==> src/rtl/arm_fetch_unit.sv <==
`timescale 1ns/1ps
// Instruction fetch stage: credit-limited word reads into a prefetch FIFO,
// with redirect-driven flush and squashing of responses still in flight.
module arm_fetch_unit #(
  parameter int          FIFO_DEPTH = 4,
  parameter logic [31:0] RESET_PC   = 32'h0000_0000,
  parameter int          CNT_W      = 3
) (
  input  logic        clk,
  input  logic        rst,
  input  logic        halt,
  input  logic        redirect_valid,
  input  logic [31:0] redirect_addr,
  output logic        imem_req,
  output logic [31:0] imem_addr,
  input  logic        imem_gnt,
  input  logic        imem_rvalid,
  input  logic [31:0] imem_rdata,
  output logic        inst_valid,
  output logic [31:0] inst,
  output logic [31:0] inst_pc,
  input  logic        inst_ready
);
  localparam int PTR_W = $clog2(FIFO_DEPTH);

  typedef struct packed {
    logic [31:0] pc;
    logic [31:0] data;
  } fetch_entry_t;

  fetch_entry_t [FIFO_DEPTH-1:0] fifo_q;
  logic [31:0]      fetch_pc, resp_pc, redir_pc;
  logic [CNT_W-1:0] outstanding, discard, count;
  logic [PTR_W-1:0] wr_ptr, rd_ptr;
  logic [CNT_W:0]   credit_used;
  logic             xfer, beat, drop, push, pop;

  // Every FIFO slot is pre-booked by either a queued word, a live request or a squashed one.
  assign credit_used = {1'b0, count} + {1'b0, outstanding} + {1'b0, discard};
  assign imem_req    = !rst && !halt && !redirect_valid &&
                       (credit_used < (CNT_W+1)'(FIFO_DEPTH));
  assign imem_addr   = fetch_pc;
  assign redir_pc    = redirect_addr & ~32'h3;

  assign xfer = imem_req && imem_gnt;
  // A beat with nothing owed is a protocol error and is ignored.
  assign beat = imem_rvalid && ((outstanding != '0) || (discard != '0));
  assign drop = beat && (discard != '0);
  assign push = beat && (discard == '0) && !redirect_valid;
  assign pop  = inst_valid && inst_ready && !redirect_valid;

  assign inst_valid = (count != '0);
  assign inst       = fifo_q[rd_ptr].data;
  assign inst_pc    = fifo_q[rd_ptr].pc;

  always_ff @(posedge clk) begin
    if (rst) begin
      fetch_pc    <= RESET_PC;
      resp_pc     <= RESET_PC;
      outstanding <= '0;
      discard     <= '0;
      count       <= '0;
      wr_ptr      <= '0;
      rd_ptr      <= '0;
      fifo_q      <= '0;
    end else if (redirect_valid) begin
      fetch_pc    <= redir_pc;
      resp_pc     <= redir_pc;
      outstanding <= '0;
      // Everything in flight becomes stale; a same-cycle beat is already dropped.
      discard     <= discard + outstanding - CNT_W'(beat);
      count       <= '0;
      wr_ptr      <= '0;
      rd_ptr      <= '0;
    end else begin
      if (xfer) fetch_pc <= fetch_pc + 32'd4;
      outstanding <= outstanding + CNT_W'(xfer) - CNT_W'(push);
      if (drop) discard <= discard - CNT_W'(1);
      if (push) begin
        fifo_q[wr_ptr] <= '{pc: resp_pc, data: imem_rdata};
        wr_ptr         <= wr_ptr + PTR_W'(1);
        resp_pc        <= resp_pc + 32'd4;
      end
      if (pop) rd_ptr <= rd_ptr + PTR_W'(1);
      count <= count + CNT_W'(push) - CNT_W'(pop);
    end
  end

  a_no_overflow: assert property (@(posedge clk) disable iff (rst)
    !(push && !pop && count == CNT_W'(FIFO_DEPTH)));

endmodule

==> config.mk <==
export PLATFORM = sky130hd
export DESIGN_NAME = arm_fetch_unit
export DESIGN_NICKNAME = d
export VERILOG_FILES = /design/src/rtl/arm_fetch_unit.sv
export SDC_FILE = /design/constraint.sdc
export NUM_CORES = 1
export LEC_CHECK = 0
export CAP_MARGIN = 30
export CORE_MARGIN = 2
export CORE_UTILIZATION = 61
export CTS_CLUSTER_SIZE = 16
export DETAILED_ROUTE_END_ITERATION = 12
export PLACE_DENSITY = 0.86
export SLEW_MARGIN = 20
export SYNTH_ARGS = -nofsm -noshare
export SYNTH_HDL_FRONTEND = slang
export SYNTH_SLANG_ARGS = --single-unit
==> constraint.sdc <==
create_clock -name clk -period 6.5 [get_ports clk]
set_clock_uncertainty 0.2 [all_clocks]
set_input_delay 0.65 -clock clk [delete_from_list [all_inputs] [get_ports clk]]
set_output_delay 0.65 -clock clk [all_outputs]
set_load 0.03 [all_outputs]
Word level (Yosys, flattened, before mapping)

Cells that the tools add are included.

Bits in registers: 333
Input port bits: 71
Output and inout port bits: 98
Logic and storage cells: 70

$add $sub $neg: 13
Reduce and logical (&&, ||, !) cells: 24
$lt $le $gt $ge: 4
Multiplexer cells: 11
Bitwise operators: 1

Operators by type and width:

| operator                                                               | number |
|---|---|
| 256-bit bitwise mux                                                    | 1 |
| 64-bit binary-select mux with 2-bit select                             | 1 |
| 64-bit demux with 2-bit select                                         | 1 |
| 32-bit 2-to-1 mux                                                      | 4 |
| 64-bit 2-to-1 mux                                                      | 2 |
| 32-bit by 3-bit adder with 32-bit output (second input constant)       | 2 |
| 1-bit logical AND                                                      | 11 |
| 3-bit nonzero test                                                     | 3 |
| 3-bit by 1-bit subtractor with 3-bit output                            | 3 |
| 3-bit by 1-bit adder with 3-bit output                                 | 2 |
| 2-bit by 3-bit < comparator with 1-bit output (second input constant)  | 2 |
| 3-bit 2-to-1 mux                                                       | 2 |
| 2-bit nonzero test                                                     | 3 |
| 2-bit by 1-bit adder with 2-bit output (second input constant)         | 2 |
| 3-bit by 3-bit adder with 4-bit output                                 | 1 |
| 4-bit by 3-bit adder with 4-bit output                                 | 1 |
| 4-bit by 3-bit < comparator with 1-bit output (second input constant)  | 1 |
| 3-bit adder                                                            | 1 |
| 1-bit zero test                                                        | 3 |
| 3-bit zero test                                                        | 1 |
| 3-bit by 1-bit subtractor with 3-bit output (second input constant)    | 1 |
| 2-bit by 1-bit >= comparator with 1-bit output (second input constant) | 1 |
| 2-bit AND reduction                                                    | 1 |
| 2-bit OR reduction                                                     | 1 |
| 2 further kinds                                                        | 2 |

Depth between registers and ports, before layout

Depth in word-level cells: 7
Gate-level depth with buffers: 16
Depth with buffers taken out: 15

Worst setup path after synthesis

OpenSTA, ideal clock, no wires.

Kind: register to register
Start: register outstanding[1]
End: register outstanding[2]
Cell stages (with the launch flop): 16
Path slack: 2.638 ns
Library setup time: 0.126 ns
Data arrival time: 3.536 ns
Cells stage by stage: dfxtp_1 -> inv_1 -> fa_1 -> or2_2 -> fa_1 -> nor4b_4 -> and3_1 -> inv_1 -> ha_1 -> inv_1 -> ha_1 -> inv_1 -> fa_1 -> xnor2_1 -> xnor2_1 -> nor2_1

Cells in the longest elaborated chain, start to end: 7
Elaborated cells between the ends (all ways): 12

Ends and longest elaborated chain:

| item                                            | line | source |
|---|---|---|
| from (decl)                                     | 33   | `logic [CNT_W-1:0] outstanding, discard, count;` |
| from (signal assigned)                          | 77   | `outstanding <= outstanding + CNT_W'(xfer) - CNT_W'(push);` |
| 3-bit by 3-bit adder with 4-bit output          | 39   | `assign credit_used = {1'b0, count} + {1'b0, outstanding} + {1'b0, discard};` |
| 4-bit by 3-bit adder with 4-bit output          | 39   |  |
| 4-bit by 3-bit < comparator with 1-bit output   | 41   | `(credit_used < (CNT_W+1)'(FIFO_DEPTH));` |
| 1-bit logical AND                               | 40   | `assign imem_req = !rst && !halt && !redirect_valid &&` |
| 1-bit logical AND                               | 45   | `assign xfer = imem_req && imem_gnt;` |
| 3-bit by 1-bit adder with 3-bit output          | 77   |  |
| 3-bit by 1-bit subtractor with 3-bit output (*) | 77   |  |

Every way passes the cells marked *; elsewhere a longest branch is shown, timed or not.
A chain may end at the register's enable or synchronous reset.

Worst setup path after layout

Start: register outstanding[1]
End: output imem_req

Cells in the longest elaborated chain, start to end: 4

Ends and longest elaborated chain:

| item                                          | line | source |
|---|---|---|
| 3-bit by 3-bit adder with 4-bit output        | 39   |  |
| 4-bit by 3-bit adder with 4-bit output        | 39   |  |
| 4-bit by 3-bit < comparator with 1-bit output | 41   |  |
| 1-bit logical AND                             | 40   |  |
| to (decl)                                     | 14   | `output logic imem_req,` |

No other way between the ends.

==> results.sh <==
export IMPL_status="complete, no violations"
export IMPL_final_cell_mix="nand2_1, dfxtp_1, a21oi_1"
export IMPL_areaGrowthSynthToFinish_pct=18.3
export IMPL_fin_crit_sh_pct=68.9
export IMPL_die_height_um=159
export IMPL_layout_drive_gt1_share_pct=8.71
export IMPL_cts_max_level=2
export IMPL_first_global_vias=12700
export IMPL_r2r_cells=15
export IMPL_min_path_cells=2
export IMPL_post_cts_repair_setup_buffers=0
export IMPL_synth_top_area_share_pct=44.0
export IMPL_layout_area_seq_um2=6430
export IMPL_synthSimpleGateAreaFrac_pct=22.0
export IMPL_cp_start_kind="register"
export IMPL_worstHoldPathType="reg -> reg"
export IMPL_slew_violations=0
export IMPL_synth_seq_cells=321
export IMPL_powerDensity_nw_per_um2=250
export IMPL_crit_family="adder cells"
export IMPL_timing_rr_end="outstanding[2]"
export IMPL_muxShareOfSynthArea_pct=9.71
export IMPL_io_pins=169
export IMPL_setup_tns_ns=0
export IMPL_path_cells="inv_1, fa_1, or2_2, fa_1, nor4b_4, and2_1, clkdlybuf4s50_1"
export IMPL_hold_start="fifo_q[106]"
export IMPL_synthArstFlopShare_pct=0
export IMPL_syn_area_per_cell_um2=8.40
export IMPL_ctsResizeCount=0
export IMPL_hold_viol=0
export IMPL_crit_path_max_fanout=7
export IMPL_cp_required_ns=5.65
export IMPL_slew_headroom_pct=37.1
export IMPL_cpMostUsedCell="fa_1"
export IMPL_final_cells=2145
export IMPL_arrival_ns=3.63
export IMPL_netlist_area_um2=14600
export IMPL_setup_slack_ns=2.02
export IMPL_multiInputGateArea_um2=7440
export IMPL_fill_cells=1668
export IMPL_worstReg2RegStart="outstanding[1]"
export IMPL_drt_wl_total_um=40100
export IMPL_synthAdderAreaFrac_pct=2.28
export IMPL_placed_cells=2085
export IMPL_overflow=0
export IMPL_first_pass_iters=6
export IMPL_drtIter0Drc=1411
export IMPL_layout_commonest_cell="nand2_1"
export IMPL_holdBufCountCts=0
export IMPL_grt_pass1_wl_um=62900
export IMPL_grt_start_max_net_pins=104
export IMPL_cts_root_buf="clkbuf_16"
export IMPL_cts_buffers=34
export IMPL_n_antenna_cell=0
export IMPL_synth_compound_area_share_pct=15.5
export IMPL_antenna_found_initial=0
export IMPL_cpMaxStageDelayCell="clkdlybuf4s50_1"
export IMPL_yosysTopAreaCell="dfxtp_1"
export IMPL_synthesis_yosys_warnings=0
export IMPL_hold_end="fifo_q[106]"
export IMPL_place_hpwl_um=24300
export IMPL_p_leak_uw=0.00564
export IMPL_crit_path_end_kind="output pin"
export IMPL_dp_slack_ns=2.34
export IMPL_coreArea_um2=23500
export IMPL_vias=13200
export IMPL_rows=56
export IMPL_worstMarginPinSlew_ns=0.943
export IMPL_clkLatencyLatePin_ns=0.51
export IMPL_path_clk_slew_ns=0.06
export IMPL_numClockSinks=321
export IMPL_cts_buffer_depth=3
export IMPL_antenna_left=0
export IMPL_ys_seq_area_share_pct=44.0
export IMPL_max_vdd_ir_drop_mv=0.152
export IMPL_synth_top_family_by_area="simple AND/OR/NAND/NOR gates"
export IMPL_synth_distinct_cells=63
export IMPL_routabilityCongestion=0.864
export IMPL_slowest_delay_ns=0.67
export IMPL_setup_viol=0
export IMPL_synth_xor_area_share_pct=1.19
export IMPL_timing_fmax_mhz=223
export IMPL_rsz0062_at_grt="false"
export IMPL_fin_nets=1896
export IMPL_synth_edf_count=0
export IMPL_crit_buf_inv=2
export IMPL_die_width_um=159
export IMPL_dieArea_um2=25200
export IMPL_io_buffers=162
export IMPL_wire_per_inst_um=18.7
export IMPL_ys_flop_type="dfxtp_1"
export IMPL_reg2reg_slack_ns=2.32
export IMPL_fin_crit_ns=4.48
export IMPL_critical_path_class="reg -> out"
export IMPL_grtUsageTotal_pct=31.4
export IMPL_avgViaCountPerCell=6.16
export IMPL_start_util_pct=62.2
export IMPL_cts_tree="yes"
export IMPL_yosys_top_cells_area="dfxtp_1, nand2_1, mux4_2"
export IMPL_netlist_instances=1738
export IMPL_cap_viol_max_count=0
export IMPL_drc=0
[worst max path at each step]
stage / from / slack [ns] / depth (start not counted) / to
finish: outstanding[1] / 2.02 / 7 / imem_req
global placement: outstanding[1] / 2.43 / 15 / outstanding[2]
detailed placement: outstanding[1] / 2.34 / 15 / outstanding[2]
CTS: outstanding[1] / 2.01 / 7 / imem_req
global route: outstanding[1] / 1.92 / 7 / imem_req
floorplan: outstanding[1] / 2.64 / 15 / outstanding[2]
[power breakdown]
| group | internal (uW) | total (uW) | switching [uW] |
|---|---|---|---|
| Sequential | 2000 | 2060 | 60.3 |
| Combinational | 152 | 353 | 201 |
| Clock | 1120 | 1910 | 787 |
| Total | 3270 | 4320 | 1050 |
[worst reg2reg max path: stages (launching register included)]
cell and delay (ns):
dfxtp_1 0.45, inv_1 0.15, fa_1 0.48, or2_2 0.32, fa_1 0.50, nor4b_4 0.36
and3_1 0.30, inv_1 0.07, ha_1 0.27, inv_1 0.06, ha_1 0.12, inv_1 0.05
fa_1 0.38, xnor2_1 0.18, xnor2_1 0.15, nor2_1 0.05
[Yosys cell counts, types with 3 or more instances]
| cell type | n |
|---|---|
| buf_2 | 28 |
| o31ai_1 | 12 |
| o21bai_1 | 14 |
| o31a_1 | 3 |
| dfxtp_1 | 321 |
| a31oi_1 | 12 |
| xnor2_1 | 16 |
| nor2b_1 | 5 |
| fa_1 | 6 |
| or3_1 | 8 |
| and4_1 | 16 |
| nand3_1 | 25 |
| and2_1 | 9 |
| clkbuf_1 | 112 |
| nor3_1 | 24 |
| ha_1 | 17 |
| nand4_1 | 19 |
| a211oi_1 | 18 |
| or4_1 | 6 |
| buf_4 | 5 |
| nand4_2 | 3 |
| a21boi_0 | 10 |
| inv_1 | 35 |
| o311a_1 | 6 |
| o21ai_0 | 10 |
| o41a_1 | 3 |
| a211o_1 | 4 |
| or2_2 | 3 |
| o211ai_1 | 3 |
| nor4_1 | 10 |
| a21oi_1 | 270 |
| nor2_1 | 28 |
| nand2_1 | 546 |
| a311oi_1 | 10 |
| mux4_2 | 62 |
| buf_1 | 7 |
| and3_1 | 22 |
[sequential cells by signal, summed over array words and instances (netlist names)]
signal,flops
wr_ptr,2
outstanding,3
count,3
fifo_q,248
discard,3
resp_pc,30
imem_addr,30
rd_ptr,2
[cells by family (layout without fill, tap and decap cells)]
group                    count (synthesis)  count (layout)
buffers and inverters                  189             274
AO/OA/AOI/OAI                          386             386
flip-flops                             321             321
XOR/XNOR                                19              19
AND/OR/NAND/NOR                        735             735
adder cells (fa/ha/maj)                 23              23
multiplexers                            64              64
other                                    1               4
[final cells by class]
class / instances / share of cell area, %
Clock buffer: 51 / 6.07
Clock inverter: 9 / 0.312
Inverter: 36 / 0.783
Multi-Input combinational cell: 1231 / 43.1
Sequential cell: 321 / 37.3
Tap cell: 319 / 2.31
Timing Repair Buffer: 178 / 10.2
[per-stage QoR]
stage	utilization, %	hold slack [ns]	total power (uW)	cell area [um2]
global placement	68.7	0.238	2430	16100
global route	73.6	0.266	4450	17300
finish	73.6	0.252	4320	17300
floorplan	-	0.233	2310	14600
detailed placement	68.9	0.245	2450	16200
CTS	73.6	0.254	4320	17300
[routing by layer]
metal	wire length, um	global-route usage (%)	vias to the layer above
met5	0	0	-
met4	1020	11.7	0
met3	3520	4.93	98
met2	19800	53.1	685
met1	15800	40.6	6297
li1	-	-	6125
Power figures use the tool's default switching activity.
==> variant: new RTL, same settings <==
`FIFO_DEPTH`: 4 -> 8.
--- a/src/rtl/arm_fetch_unit.sv
+++ b/src/rtl/arm_fetch_unit.sv
@@ -4,3 +4,3 @@
 module arm_fetch_unit #(
-  parameter int          FIFO_DEPTH = 4,
+  parameter int          FIFO_DEPTH = 8,
   parameter logic [31:0] RESET_PC   = 32'h0000_0000,
Formal check against the unedited RTL: same outputs for any inputs over 4 cycles, from zero or initial values and one cycle with rst high; that may be too few to reach the edited logic, so the function may still have changed.
==> variant against the unedited design <==
Final cell count increased by 65%. Sequential cell count increased by 250. Total power increased by 66%. Setup slack improved by 2.1 ps. Sequential power increased by 75%. Design area increased by 65%. Wire length increased by 78%. Largest power group unchanged. Area after synthesis increased by 73%.
==> variant: results (changes against the unedited design) <==
DR vias/cell 6.28 (+2.0%); H-tree levels 2 (unchanged); CP delay by family, top buffers and inverters; antenna violations before repair 1 (+1); post-synth cell types 57 (-9.5%); largest net degree at the start of global routing 157 (+51%); layout cell share with drive strength beyond 1 0.110 (+0.0226); crit path DAT 3620 ps (about the same); root buf cell clkbuf_16; grt met1 use 0.402 (-0.00333); initial DRC count 2666 (+89%); slowest CP cell dfxtp_4; WHS Path Cells 2 (unchanged); GPL Wtd Cong 0.885 (+2.4%); Synthesis Warnings 0 (unchanged); ys flop type dfxtp_1; Async SR Flop Fraction 0 (unchanged); cts repair resizes 0 (unchanged); global-route wire length before repair 112000 um (+78%); R2R setup slack 2460 ps (+140 ps); clock latency at the later pin of the worst-skew pair 600 ps (+90 ps); clock slew at reported path FFs 60 ps (about the same); Post-synth top cells 1051 x nand2_1, 571 x dfxtp_1, 520 x a21oi_1, 235 x clkbuf_1, 124 x mux4_2; gr usage total 0.320 (+0.00608); cell count of the worst reg-to-reg path 14 (-1); status completed; worst r2r src outstanding[2]$_SDFF_PP0_; I/O Buffers 162 (unchanged); CTS buffer count 56 (+65%); Largest stage delay, worst path 930 ps (+260 ps); Hold Path Class reg2reg; worst-path fanout max 47 (+40); Peak VDD IR 204 uV (+34%); worst-case hold path end point fifo_q[216]$_SDFFE_PP0P_; Worst Min Path Start fifo_q[216]$_SDFFE_PP0P_; met2 Track Usage GR 0.526 (-0.00546); vias in the first global route 21800 (+72%); dpl cell area 26600 um^2 (+65%); Max-slew headroom 0.269 (-0.102); Final HPWL DP 39200 um (+61%); Lkg Pwr 0.00907 uW (+61%); Biggest register fifo_q; nets 3054 (+61%); sequential share of the synthesized area 0.453 (+0.0130); met3 usage 0.0558 (+0.00656); FF-to-FF End outstanding[2]$_SDFF_PP0_; Post-CTS Setup Inserts 0 (unchanged); drt pass-1 iters 6 (unchanged); WL/cell 20.2 um (+8.3%); max FFs per register 496 (+100%); top post-synthesis cells by area dfxtp_1 45%, nand2_1 16%, mux4_2 11%; CTS max path bufs 3 (unchanged)
## variant: logic make-up (layout without fill, tap and decap cells)
family | after synthesis | after routing | share of synthesized area
simple gates | 1237 | 1237 | 0.198
compound gates | 616 | 616 | 0.131
flops | 571 | 571 | 0.453
buf+inv | 321 | 325 | 0.0535
mux | 187 | 187 | 0.139
xor+xnor | 39 | 39 | 0.0135
fa+ha+maj | 21 | 21 | 0.0119
other cells | 1 | 5 | 0.000149
## variant: metrics by stage
stage	hold WS (ps)	setup WS, ps	std cells
5_1_grt	264	1910	3533
2_1_floorplan	229	2860	2996
3_5_place_dp	242	2240	3431
6_report	248	2030	3533
3_3_place_gp	235	2290	3428
4_1_cts	252	1990	3527
## variant: worst reg2reg max path, cell delays in order (launching register included)
cell and delay (ps):
dfxtp_1 480, fa_1 450, ha_1 260, a211oi_1 370, nor4_2 120, or2_2 430
inv_2 340, ha_1 310, inv_1 50, ha_1 130, inv_1 50, fa_1 370
xnor2_1 180, xnor2_1 140, nor2_1 60
## variant: area by class of cell
type	instances	area (um^2)
Tap cell	532	666
Fill cell	2895	12300
Clock inverter	13	130
Multi-Input combinational cell	2104	12500
Sequential cell	571	11400
Inverter	31	116
Clock buffer	83	1680
Timing Repair Buffer	198	2000
Antenna cell	1	2.50
## variant: worst max-delay path by stage
stage / from / endpoint / cells after the start
2_1_floorplan: outstanding[2]$_SDFF_PP0_ / outstanding[2]$_SDFF_PP0_ / 15
3_3_place_gp: redirect_valid / outstanding[2]$_SDFF_PP0_ / 13
3_5_place_dp: redirect_valid / outstanding[2]$_SDFF_PP0_ / 13
4_1_cts: rd_ptr[0]$_SDFFE_PP0P_ / inst_pc[16] / 4
5_1_grt: rd_ptr[0]$_SDFFE_PP0P_ / inst_pc[16] / 4
6_report: rd_ptr[0]$_SDFFE_PP0P_ / inst_pc[16] / 4
## variant: per-layer routing
metal | vias up | share of wire
li1 | 10000 | -
met1 | 10500 | 0.36
met2 | 1384 | 0.48
met3 | 249 | 0.11
met4 | 0 | 0.044
met5 | - | 0
## variant: report_power, final
part           total [uW]  switching, uW  internal [uW]
clock                3200           1350           1850
sequential           3600           74.0           3530
combinational         376            225            151
total                7180           1650           5530
